===== config.mk =====
export PLATFORM = sky130hd
export DESIGN_NAME = fib_hash_arbiter_flat
export DESIGN_NICKNAME = d
export VERILOG_FILES = /design/src/rtl/fib_hash_arbiter_pkg.sv /design/src/rtl/fib_hash_arbiter_if.sv /design/src/rtl/fib_hash_arbiter_rr_arb2.sv /design/src/rtl/fib_hash_arbiter.sv /design/src/flat_wrapper.sv
export SDC_FILE = /design/constraint.sdc
export NUM_CORES = 1
export LEC_CHECK = 0
export CAP_MARGIN = 20
export CORE_AREA = 3 3 95 97
export DETAILED_ROUTE_END_ITERATION = 10
export DIE_AREA = 0 0 98 100
export DONT_BUFFER_PORTS = 1
export GPL_ROUTABILITY_DRIVEN = 1
export PLACE_DENSITY = 0.71
export SYNTH_ARGS = -nofsm -noshare
export SYNTH_HDL_FRONTEND = slang
export SYNTH_HIERARCHICAL = 1
export SYNTH_SLANG_ARGS = --single-unit

===== constraint.sdc =====
create_clock -name clk -period 1.5 [get_ports clk]
set_input_delay 0.3 -clock clk [delete_from_list [all_inputs] [get_ports clk]]
set_output_delay 0.3 -clock clk [all_outputs]
set_load 0.005 [all_outputs]

===== src/rtl/fib_hash_arbiter_pkg.sv =====
// Shared types and widths for the FIB hash arbiter.
//   PREFIX_W / LEN_W / HASH_W : operand and result widths
//   req_id_e                  : requester identity (insert / lookup)
//   arb_state_e               : arbiter transaction state
//   hash_op_t                 : operand payload presented to the hash unit
package fib_hash_arbiter_pkg;

    localparam int unsigned PREFIX_W = 64;
    localparam int unsigned LEN_W    = 6;
    localparam int unsigned HASH_W   = 10;

    typedef enum logic {
        REQ_INS = 1'b0,
        REQ_LKP = 1'b1
    } req_id_e;

    typedef enum logic [1:0] {
        IDLE  = 2'd0,
        ISSUE = 2'd1,
        WAIT  = 2'd2,
        DONE  = 2'd3
    } arb_state_e;

    typedef struct packed {
        logic [PREFIX_W-1:0] prefix;
        logic [LEN_W-1:0]    len;
    } hash_op_t;

    // The requester that gets priority after the given one finishes.
    function automatic req_id_e other_req(input req_id_e id);
        return (id == REQ_INS) ? REQ_LKP : REQ_INS;
    endfunction

endpackage


===== src/rtl/fib_hash_arbiter_if.sv =====
// Bundle of requester and hash-unit signals around the FIB hash arbiter.
//   ins_* : insert requester  (req/prefix/len in, done/hash out)
//   lkp_* : lookup requester  (req/prefix/len in, done/hash out)
//   hash_prefix/hash_len out to the hash unit, hash_value back from it
//   busy  : arbiter has a transaction in flight
// slave modport is the arbiter side, master modport is the surrounding FIB side.
interface fib_hash_arbiter_if;
    import fib_hash_arbiter_pkg::*;

    logic                ins_req;
    logic [PREFIX_W-1:0] ins_prefix;
    logic [LEN_W-1:0]    ins_len;
    logic                ins_done;
    logic [HASH_W-1:0]   ins_hash;

    logic                lkp_req;
    logic [PREFIX_W-1:0] lkp_prefix;
    logic [LEN_W-1:0]    lkp_len;
    logic                lkp_done;
    logic [HASH_W-1:0]   lkp_hash;

    logic [PREFIX_W-1:0] hash_prefix;
    logic [LEN_W-1:0]    hash_len;
    logic [HASH_W-1:0]   hash_value;

    logic                busy;

    modport slave (
        input  ins_req, ins_prefix, ins_len,
        input  lkp_req, lkp_prefix, lkp_len,
        input  hash_value,
        output ins_done, ins_hash,
        output lkp_done, lkp_hash,
        output hash_prefix, hash_len,
        output busy
    );

    modport master (
        output ins_req, ins_prefix, ins_len,
        output lkp_req, lkp_prefix, lkp_len,
        output hash_value,
        input  ins_done, ins_hash,
        input  lkp_done, lkp_hash,
        input  hash_prefix, hash_len,
        input  busy
    );

endinterface


===== src/rtl/fib_hash_arbiter_rr_arb2.sv =====
// Two-way round-robin winner select, purely combinational.
//   req_i     : request vector, bit 0 = insert, bit 1 = lookup
//   ptr_i     : requester that wins when both request
//   grant_c_o : one-hot grant (all zero when nobody requests)
module rr_arb2
    import fib_hash_arbiter_pkg::*;
(
    input  logic [1:0] req_i,
    input  req_id_e    ptr_i,
    output logic [1:0] grant_c_o
);

    always_comb begin
        grant_c_o = 2'b00;
        unique case (req_i)
            2'b01:   grant_c_o = 2'b01;
            2'b10:   grant_c_o = 2'b10;
            2'b11:   grant_c_o = (ptr_i == REQ_INS) ? 2'b01 : 2'b10;
            default: grant_c_o = 2'b00;
        endcase
    end

endmodule


===== src/rtl/fib_hash_arbiter.sv =====
// Shares one FIB hash unit between the insert and lookup paths, one
// transaction at a time: round-robin grant, latch operands onto the hash
// unit inputs, wait HASH_LAT cycles, return the hash with a one-cycle done.
//   clk  : rising-edge clock
//   rst  : synchronous active-high reset (aborts any transaction in flight)
//   bus  : fib_hash_arbiter_if.slave (requesters, hash unit, busy)
// Parameter HASH_LAT (>= 1): cycles from hash inputs presented to hash_value valid.
module fib_hash_arbiter
    import fib_hash_arbiter_pkg::*;
#(
    parameter int unsigned HASH_LAT = 1
) (
    input  logic                clk,
    input  logic                rst,
    fib_hash_arbiter_if.slave   bus
);

    localparam int unsigned     CNT_W    = (HASH_LAT > 1) ? $clog2(HASH_LAT) : 1;
    localparam logic [CNT_W-1:0] CNT_LOAD = CNT_W'(HASH_LAT - 1);

    arb_state_e        state_q, state_d;
    req_id_e           owner_q, owner_d;
    req_id_e           rr_ptr_q, rr_ptr_d;
    logic [CNT_W-1:0]  cnt_q, cnt_d;
    hash_op_t          op_q, op_d;
    logic [HASH_W-1:0] ins_hash_q, ins_hash_d;
    logic [HASH_W-1:0] lkp_hash_q, lkp_hash_d;
    logic              ins_done_q, ins_done_d;
    logic              lkp_done_q, lkp_done_d;
    logic              busy_q, busy_d;

    logic [1:0]        req_c;
    logic [1:0]        grant_c;

    assign req_c = {bus.lkp_req, bus.ins_req};

    rr_arb2 u_rr_arb2 (
        .req_i     (req_c),
        .ptr_i     (rr_ptr_q),
        .grant_c_o (grant_c)
    );

    // State register.
    always_ff @(posedge clk) begin
        if (rst) begin
            state_q <= IDLE;
        end else begin
            state_q <= state_d;
        end
    end

    // Next-state logic.
    always_comb begin
        state_d = state_q;
        unique case (state_q)
            IDLE:    if (|req_c) state_d = ISSUE;
            ISSUE:   state_d = WAIT;
            WAIT:    if (cnt_q == '0) state_d = DONE;
            DONE:    state_d = IDLE;
            default: state_d = IDLE;
        endcase
    end

    // Next values of the registered datapath and outputs.
    always_comb begin
        owner_d    = owner_q;
        rr_ptr_d   = rr_ptr_q;
        cnt_d      = cnt_q;
        op_d       = op_q;
        ins_hash_d = ins_hash_q;
        lkp_hash_d = lkp_hash_q;
        ins_done_d = 1'b0;
        lkp_done_d = 1'b0;
        // busy mirrors the state the FSM is about to enter.
        busy_d     = (state_d != IDLE);

        unique case (state_q)
            IDLE: begin
                if (grant_c[0]) begin
                    owner_d     = REQ_INS;
                    op_d.prefix = bus.ins_prefix;
                    op_d.len    = bus.ins_len;
                end else if (grant_c[1]) begin
                    owner_d     = REQ_LKP;
                    op_d.prefix = bus.lkp_prefix;
                    op_d.len    = bus.lkp_len;
                end
            end
            ISSUE: begin
                cnt_d = CNT_LOAD;
            end
            WAIT: begin
                // Capture on the last wait cycle so done and hash appear together.
                if (cnt_q == '0) begin
                    if (owner_q == REQ_INS) begin
                        ins_hash_d = bus.hash_value;
                        ins_done_d = 1'b1;
                    end else begin
                        lkp_hash_d = bus.hash_value;
                        lkp_done_d = 1'b1;
                    end
                end else begin
                    cnt_d = cnt_q - CNT_W'(1);
                end
            end
            DONE: begin
                rr_ptr_d = other_req(owner_q);
            end
            default: ;
        endcase
    end

    // Datapath and output registers.
    always_ff @(posedge clk) begin
        if (rst) begin
            owner_q    <= REQ_INS;
            rr_ptr_q   <= REQ_INS;
            cnt_q      <= '0;
            op_q       <= '0;
            ins_hash_q <= '0;
            lkp_hash_q <= '0;
            ins_done_q <= 1'b0;
            lkp_done_q <= 1'b0;
            busy_q     <= 1'b0;
        end else begin
            owner_q    <= owner_d;
            rr_ptr_q   <= rr_ptr_d;
            cnt_q      <= cnt_d;
            op_q       <= op_d;
            ins_hash_q <= ins_hash_d;
            lkp_hash_q <= lkp_hash_d;
            ins_done_q <= ins_done_d;
            lkp_done_q <= lkp_done_d;
            busy_q     <= busy_d;
        end
    end

    assign bus.hash_prefix = op_q.prefix;
    assign bus.hash_len    = op_q.len;
    assign bus.ins_hash    = ins_hash_q;
    assign bus.lkp_hash    = lkp_hash_q;
    assign bus.ins_done    = ins_done_q;
    assign bus.lkp_done    = lkp_done_q;
    assign bus.busy        = busy_q;

endmodule


===== src/flat_wrapper.sv =====
// flat-port wrapper written by rule: the top's interface ports become plain ports
module fib_hash_arbiter_flat import fib_hash_arbiter_pkg::*;
#(
    parameter int unsigned HASH_LAT = 1
)
  (clk, rst, bus_ins_req, bus_ins_prefix, bus_ins_len, bus_lkp_req, bus_lkp_prefix, bus_lkp_len, bus_hash_value, bus_ins_done, bus_ins_hash, bus_lkp_done, bus_lkp_hash, bus_hash_prefix, bus_hash_len, bus_busy);
  fib_hash_arbiter_if bus_i ();
  input  logic clk;
  input  logic rst;
  input wire logic [$bits(bus_i.ins_req)-1:0] bus_ins_req;
  input wire logic [$bits(bus_i.ins_prefix)-1:0] bus_ins_prefix;
  input wire logic [$bits(bus_i.ins_len)-1:0] bus_ins_len;
  input wire logic [$bits(bus_i.lkp_req)-1:0] bus_lkp_req;
  input wire logic [$bits(bus_i.lkp_prefix)-1:0] bus_lkp_prefix;
  input wire logic [$bits(bus_i.lkp_len)-1:0] bus_lkp_len;
  input wire logic [$bits(bus_i.hash_value)-1:0] bus_hash_value;
  output wire logic [$bits(bus_i.ins_done)-1:0] bus_ins_done;
  output wire logic [$bits(bus_i.ins_hash)-1:0] bus_ins_hash;
  output wire logic [$bits(bus_i.lkp_done)-1:0] bus_lkp_done;
  output wire logic [$bits(bus_i.lkp_hash)-1:0] bus_lkp_hash;
  output wire logic [$bits(bus_i.hash_prefix)-1:0] bus_hash_prefix;
  output wire logic [$bits(bus_i.hash_len)-1:0] bus_hash_len;
  output wire logic [$bits(bus_i.busy)-1:0] bus_busy;
  assign bus_i.ins_req = bus_ins_req;
  assign bus_i.ins_prefix = bus_ins_prefix;
  assign bus_i.ins_len = bus_ins_len;
  assign bus_i.lkp_req = bus_lkp_req;
  assign bus_i.lkp_prefix = bus_lkp_prefix;
  assign bus_i.lkp_len = bus_lkp_len;
  assign bus_i.hash_value = bus_hash_value;
  assign bus_ins_done = bus_i.ins_done;
  assign bus_ins_hash = bus_i.ins_hash;
  assign bus_lkp_done = bus_i.lkp_done;
  assign bus_lkp_hash = bus_i.lkp_hash;
  assign bus_hash_prefix = bus_i.hash_prefix;
  assign bus_hash_len = bus_i.hash_len;
  assign bus_busy = bus_i.busy;
  fib_hash_arbiter #(.HASH_LAT(HASH_LAT)) u_core (.clk(clk), .rst(rst), .bus(bus_i));
endmodule

### Yosys cells after proc, flatten, opt, wreduce, memory -nomap -nowiden

Cells that the tools add are included.

| storage, ports and cells | value |
|---|---|
| logic and storage cells | 43 |
| bits in registers | 98 |
| input port bits | 154 |
| output and inout port bits | 93 |

| operators by class | value |
|---|---|
| mux-type cells | 13 |
| bitwise gates (word level) | 3 |
| reductions and logical operators | 9 |
| $add $sub $neg | 1 |
| equality and inequality tests | 6 |

Operators with widths:

| kind | number |
|---|---|
| $mux 70 | 2 |
| $eq 2x2->1 const B | 4 |
| $pmux 2 s4 | 1 |
| $mux 2 | 3 |
| $pmux 2 s3 | 1 |
| $reduce_and 3->1 | 2 |
| $reduce_bool 2->1 | 3 |
| $mux 1 | 5 |
| $eq 2x1->1 const B | 2 |
| $not 1->1 | 3 |
| $reduce_or 3->1 | 1 |
| $logic_not 2->1 | 1 |
| $pmux 1 s2 | 1 |
| $reduce_and 2->1 | 1 |
| $reduce_or 2->1 | 1 |
| $sub 1x1->1 const B | 1 |

### Longest topological paths before layout

| logic depth | value |
|---|---|
| depth after elaboration | 4 |
| mapped depth | 8 |
| gate-level depth less buffers | 5 |

### Cells and area by module

Netlist, hierarchy kept.

By module, submodules not included:

| module | sequential area each (µm²) | area each (µm²) | times used | cells each |
|---|---|---|---|---|
| fib_hash_arbiter | 1941.9 | 4399.2 | 1 | 427 |
| rr_arb2 | 0.0 | 18.8 | 1 | 3 |

### Worst setup path after synthesis

Ideal clock, no wire load.

| path | value |
|---|---|
| kind | register -> register |
| start | reg u_core.rr_ptr_q |
| end | reg u_core.op_q (netlist bit u_core/bus.hash_prefix[10]) |
| buffers on the path | 4 |
| arrival | 1371 ps |
| slack | 48 ps |
| cell stages (with the launch flop) | 9 |
| period minus slack after synthesis | 1452 ps |
| setup time | 81 ps |
| data required time | 1419 ps |
| cells stage by stage | dfxtp_1 a21boi_0 buf_6 o21a_1 buf_2 buf_6 buf_4 nor2_1 a211oi_2 |

| between the ends | value |
|---|---|
| longest elaborated chain between the ends | 4 |
| elaborated cells on any way between the ends | 5 |
| those cells by class | mux (3); reduce/logical (2) |

Ends and longest elaborated chain:

| item | line | RTL |
|---|---|---|
| start, declared | fib_hash_arbiter.sv:23 | `req_id_e rr_ptr_q, rr_ptr_d;` |
| start signal, assigned | fib_hash_arbiter.sv:127 | `rr_ptr_q <= rr_ptr_d;` |
| $mux 2 (*) | fib_hash_arbiter_rr_arb2.sv:18 | `2'b11: grant_c_o = (ptr_i == REQ_INS) ? 2'b01 : 2'b10;` |
| $pmux 2 s3 (*) | fib_hash_arbiter_rr_arb2.sv:15 | `unique case (req_i)` |
| via u_core.grant_c[0] | fib_hash_arbiter.sv:33 | `logic [1:0] grant_c;` |
| $reduce_bool 2->1 (no line) | n/a |  |
| $reduce_and 2->1 (no line) | n/a |  |
| end signal, assigned | fib_hash_arbiter.sv:129 | `op_q <= op_d;` |
| end, declared | fib_hash_arbiter.sv:25 | `hash_op_t op_q, op_d;` |

The timed path passes the listed nets; every way through them passes the cells marked *.
A chain may end at the register's enable or synchronous reset.

### Final worst setup path

| path | value |
|---|---|
| start | reg u_core.rr_ptr_q |
| end | reg u_core.op_q (netlist bit u_core/bus.hash_prefix[45]) |

Same word-level chain as after synthesis.

==> results list <==
* Outcome: complete, but fails checks
* Failing checks: negative hold slack
* Leakage power total: roughly 1.8 nW
* Clock root buffer: sky130_fd_sc_hd__clkbuf_8
- Setup repair after global routing could not meet its margin everywhere.
- Required time worst endpoint: roughly 1700 ps
- Averaged over all synthesized cells, the footprint is 10.27 µm².
- In this run the critical register-to-register path is captured at u_core/bus.hash_prefix[45].
* Final setup violation count: 0
- Unique masters post-synth: 22
- By area, the combinational part of the netlist is dominated by compound AO/OA/AOI/OAI gates.
- After synthesis the netlist holds a flip-flop and latch count of slightly below 100.
* Synth-to-Final Area Change: 9.686%
- Entering global routing, the biggest net connects between 90 and 100 pins.
- DRT Wirelength: approximately 10 mm
* Internal power: 5.541 mW
- In the synthesized netlist, mux cells make up between 10% and 20% of the area.
- TritonCTS built the clock tree.
- Count of boundary I/O pins: 247
- Number of maximum-capacitance constraint violations: 0
* Final critical-path share of the clock period: about 97%
* R2R Setup Slk: approximately 50 ps
* Residual overflow from global routing: 0
* Top-area cell type share of the netlist area: 43.95%
- Peak fanout along the critical path: 38
- Clock insertion delay at the later pin of the skew report: between 300 and 400 ps
- Peak supply drop: 0.7821 mV
- Worst slack at placement: -58.96 ps
- Of the total synthesized cell area, the portion taken by AND, OR, NAND and NOR gates is 10.59%.
* Layout Skew: between 10 and 15 ps
- Across all setup checks in the final design, the least slack found is about 50 ps.
- Number of H-tree levels: 3
* Cell types occupying the most area after synthesis: sky130_fd_sc_hd__dfxtp_1 44%, sky130_fd_sc_hd__a211oi_2 20%, sky130_fd_sc_hd__mux2i_1 16%
- Slew HR: about 81%
- Tracing the worst setup path back leads to its startpoint at u_core/rr_ptr_q.
* First-pass GRT wire length: ~15 mm
- In the routed design, unresolved DRC markers number 0.
- The number of antenna violations at the first check in global routing came to 0.
- The final-report max-slew violation count was 0.
- The clock drives 97 sinks.
- No sink is reached through more buffers than the 2 on the longest clock path.
* Critical path startpoint category: register
- After synthesis the cells add up to 4418 µm².
- The synthesized design contains 0 enable-type register cells.
- Die boundary width: ~98 µm
- Worst Hold Margin: -3.978 ps
- Critical Path End: u_core/bus.hash_prefix[45]
- Min cycle time layout: between 1000 and 1500 ps
- Post-synthesis share of cell area spent on xor and xnor gates: 0%
- Initial Util: between 50% and 60%
- The number of global-route vias before repair is approximately 3000.
* Clock transition at the register clock pins on the worst setup and hold paths after CTS: 100 ps
- Start of the worst register-to-register path: u_core/rr_ptr_q
- Fraction of final layout cells with drive strength greater than 1: between 20 and 30%
- Detailed routing inserted a total of 3100 vias.
- Combinational logic is responsible for between 30 and 40% of the overall power.
- The largest total area in the synthesized netlist belongs to sky130_fd_sc_hd__dfxtp_1.
- Worst setup EP type: register
* Number of warning messages in the yosys log: 6
- Synthesized instance count: 430
- Routability-driven placement finished with a final weighted congestion of about 0.74.
* Die H: ~100 µm
* Number of buffers inserted during clock tree synthesis: 9
- Derived from the worst setup path, the maximum achievable clock frequency is approximately 700 MHz.
- Measured in cells, the most critical reg-to-reg path has a length of 5.
- Number of hold violations in the final report: 9
- The clock network is responsible for 18.0% of the overall power.
- Total routing resource utilization after global routing: a little under a fifth
- Net Switching: 3.409 mW
- The first TritonRoute pass finished after 4 iterations.
- Summing the areas of all compound-gate instances in the mapped netlist gives 23.22% of the synthesized area.
- Number of routed nets with antenna violations: 0
- The worst setup path is of the register to register kind.
* Diode insertion count for antenna repair: 0
- Leading register cell type out of synthesis: sky130_fd_sc_hd__dfxtp_1
- Sequential element share of the synthesized area: a little over two fifths
* Seq pwr share: between 40 and 50%
- Type of the tightest min-delay check: input port to register
- Vias per cell: approximately 6
- Core area: 8217 µm²
* Dpl hpwl: 6.978 mm
* Full die area: 9800 µm²
* Syn nets: between 500 and 600
* Switching power share of the total: a little under two fifths
- The final layout contains 575 nets.
* Count of standard-cell rows: 33
* Total power density per cell area: between 1500 and 2000 nW/µm²
- DRC marker count from the first detailed-route iteration: 84
- In this run the most critical hold path is launched from rst.
- Post-layout util: ~59%
* Count of buffers inserted at the top-level ports: 0
* Per-cell routed wire length: between 15 and 20 µm
* FFs w/ async S/R, synth: 0%
- Data on the critical path arrives at its endpoint at between 1500 and 2000 ps.
- Worst-margin pin slew: around 280 ps
- Post-synthesis adder-cell area fraction: less than 1%
## cell usage after synthesis (6+ instances only)
master,count
sky130_fd_sc_hd__a211oi_2,70
sky130_fd_sc_hd__a21oi_1,21
sky130_fd_sc_hd__buf_2,15
sky130_fd_sc_hd__buf_4,6
sky130_fd_sc_hd__buf_6,6
sky130_fd_sc_hd__clkbuf_1,11
sky130_fd_sc_hd__dfxtp_1,97
sky130_fd_sc_hd__mux2i_1,70
sky130_fd_sc_hd__nand2_1,41
sky130_fd_sc_hd__nor2_1,74
## worst max-delay path: stages (launching register included)
cell	delay, ps
sky130_fd_sc_hd__dfxtp_4	370
sky130_fd_sc_hd__a21boi_4	190
sky130_fd_sc_hd__buf_12	140
sky130_fd_sc_hd__buf_16	240
sky130_fd_sc_hd__mux2i_1	290
sky130_fd_sc_hd__a211oi_2	90
## logic make-up after synthesis
logic type	count (synthesis)
simple gates	121
flops	97
mux	70
fa+ha+maj	3
compound gates	97
buf+inv	42
## through the flow
stage               instances  power [mW]  TNS (ps)  cell area, µm²
floorplan                 430       6.501         0            4418
global placement          504       6.777         0            4446
detailed placement        504       6.917     -1216            4446
CTS                       522       8.776         0            4702
global route              528       9.544    -73.12            4846
finish                    528       8.950         0            4846
## flip-flops by register name (all words and copies together) (netlist names)
signal                  cells
u_core/bus.ins_hash        10
u_core/owner_q              1
u_core/bus.lkp_hash        10
u_core/state_q              2
u_core/bus.lkp_done         1
u_core/rr_ptr_q             1
u_core/bus.ins_done         1
u_core/bus.hash_prefix     64
u_core/bus.hash_len         6
u_core/bus.busy             1
## repair_timing
item / 4_1_cts / 5_1_grt
endpoints found under the hold margin: 62 / 89
gates cloned: 1 / 2
setup buffers: 1 / 3
pin swaps: 1 / 6
resized for setup: 6 / 15
setup endpoints to repair: 66 / 75
## area by class of cell
cell class | count | area (µm²)
fill | 704 | 3371
clock inverter | 7 | 62.56
tap | 105 | 131.4
timing repair buffer | 16 | 279.0
clock buffer | 9 | 123.9
multi-input combinational | 291 | 2290
sequential | 97 | 1948
inverter | 3 | 11.26
## per-layer routing
metal	global-route usage [%]	vias to the layer above	wire [µm]
li1	-	1485	-
met1	21.81	1443	3864
met2	32.88	163	5174
met3	8.478	9	1123
met4	4.899	0	123
met5	0	-	0
## how the worst min path moves through the flow
stage,endpoint,depth (start not counted)
2_1_floorplan,u_core/bus.ins_hash[0],2
3_5_place_dp,u_core/bus.hash_prefix[47],1
6_report,u_core/bus.hash_prefix[56],1
3_3_place_gp,u_core/bus.hash_prefix[50],1
5_1_grt,u_core/bus.hash_prefix[58],1
4_1_cts,u_core/bus.hash_prefix[58],1
## cells in the final DEF, fill, tap and decap left out, types with 2 or more instances in the layout
cell                         instances
sky130_fd_sc_hd__dfxtp_1            94
sky130_fd_sc_hd__a211oi_1            3
sky130_fd_sc_hd__clkbuf_8            9
sky130_fd_sc_hd__inv_8               3
sky130_fd_sc_hd__ha_1                2
sky130_fd_sc_hd__a21oi_1            21
sky130_fd_sc_hd__nor2_1             74
sky130_fd_sc_hd__a211oi_2           70
sky130_fd_sc_hd__buf_12              3
sky130_fd_sc_hd__dfxtp_2             2
sky130_fd_sc_hd__buf_4               5
sky130_fd_sc_hd__inv_1               3
sky130_fd_sc_hd__mux2i_1            65
sky130_fd_sc_hd__nand2_1            40
sky130_fd_sc_hd__clkbuf_16           2
sky130_fd_sc_hd__buf_16              4
sky130_fd_sc_hd__mux2i_2             5
sky130_fd_sc_hd__clkinvlp_4          2
## power by group through the flow
| stage | Clock [mW] | Sequential (mW) | Combinational (mW) |
|---|---|---|---|
| 2_1_floorplan | 0 | 3.84 | 2.66 |
| 3_3_place_gp | 0 | 4.04 | 2.73 |
| 3_5_place_dp | 0 | 4.06 | 2.85 |
| 4_1_cts | 1.67 | 4.01 | 3.10 |
| 5_1_grt | 1.77 | 4.09 | 3.69 |
| 6_report | 1.61 | 4.00 | 3.35 |
No activity file was read; power rests on OpenSTA's default activity.
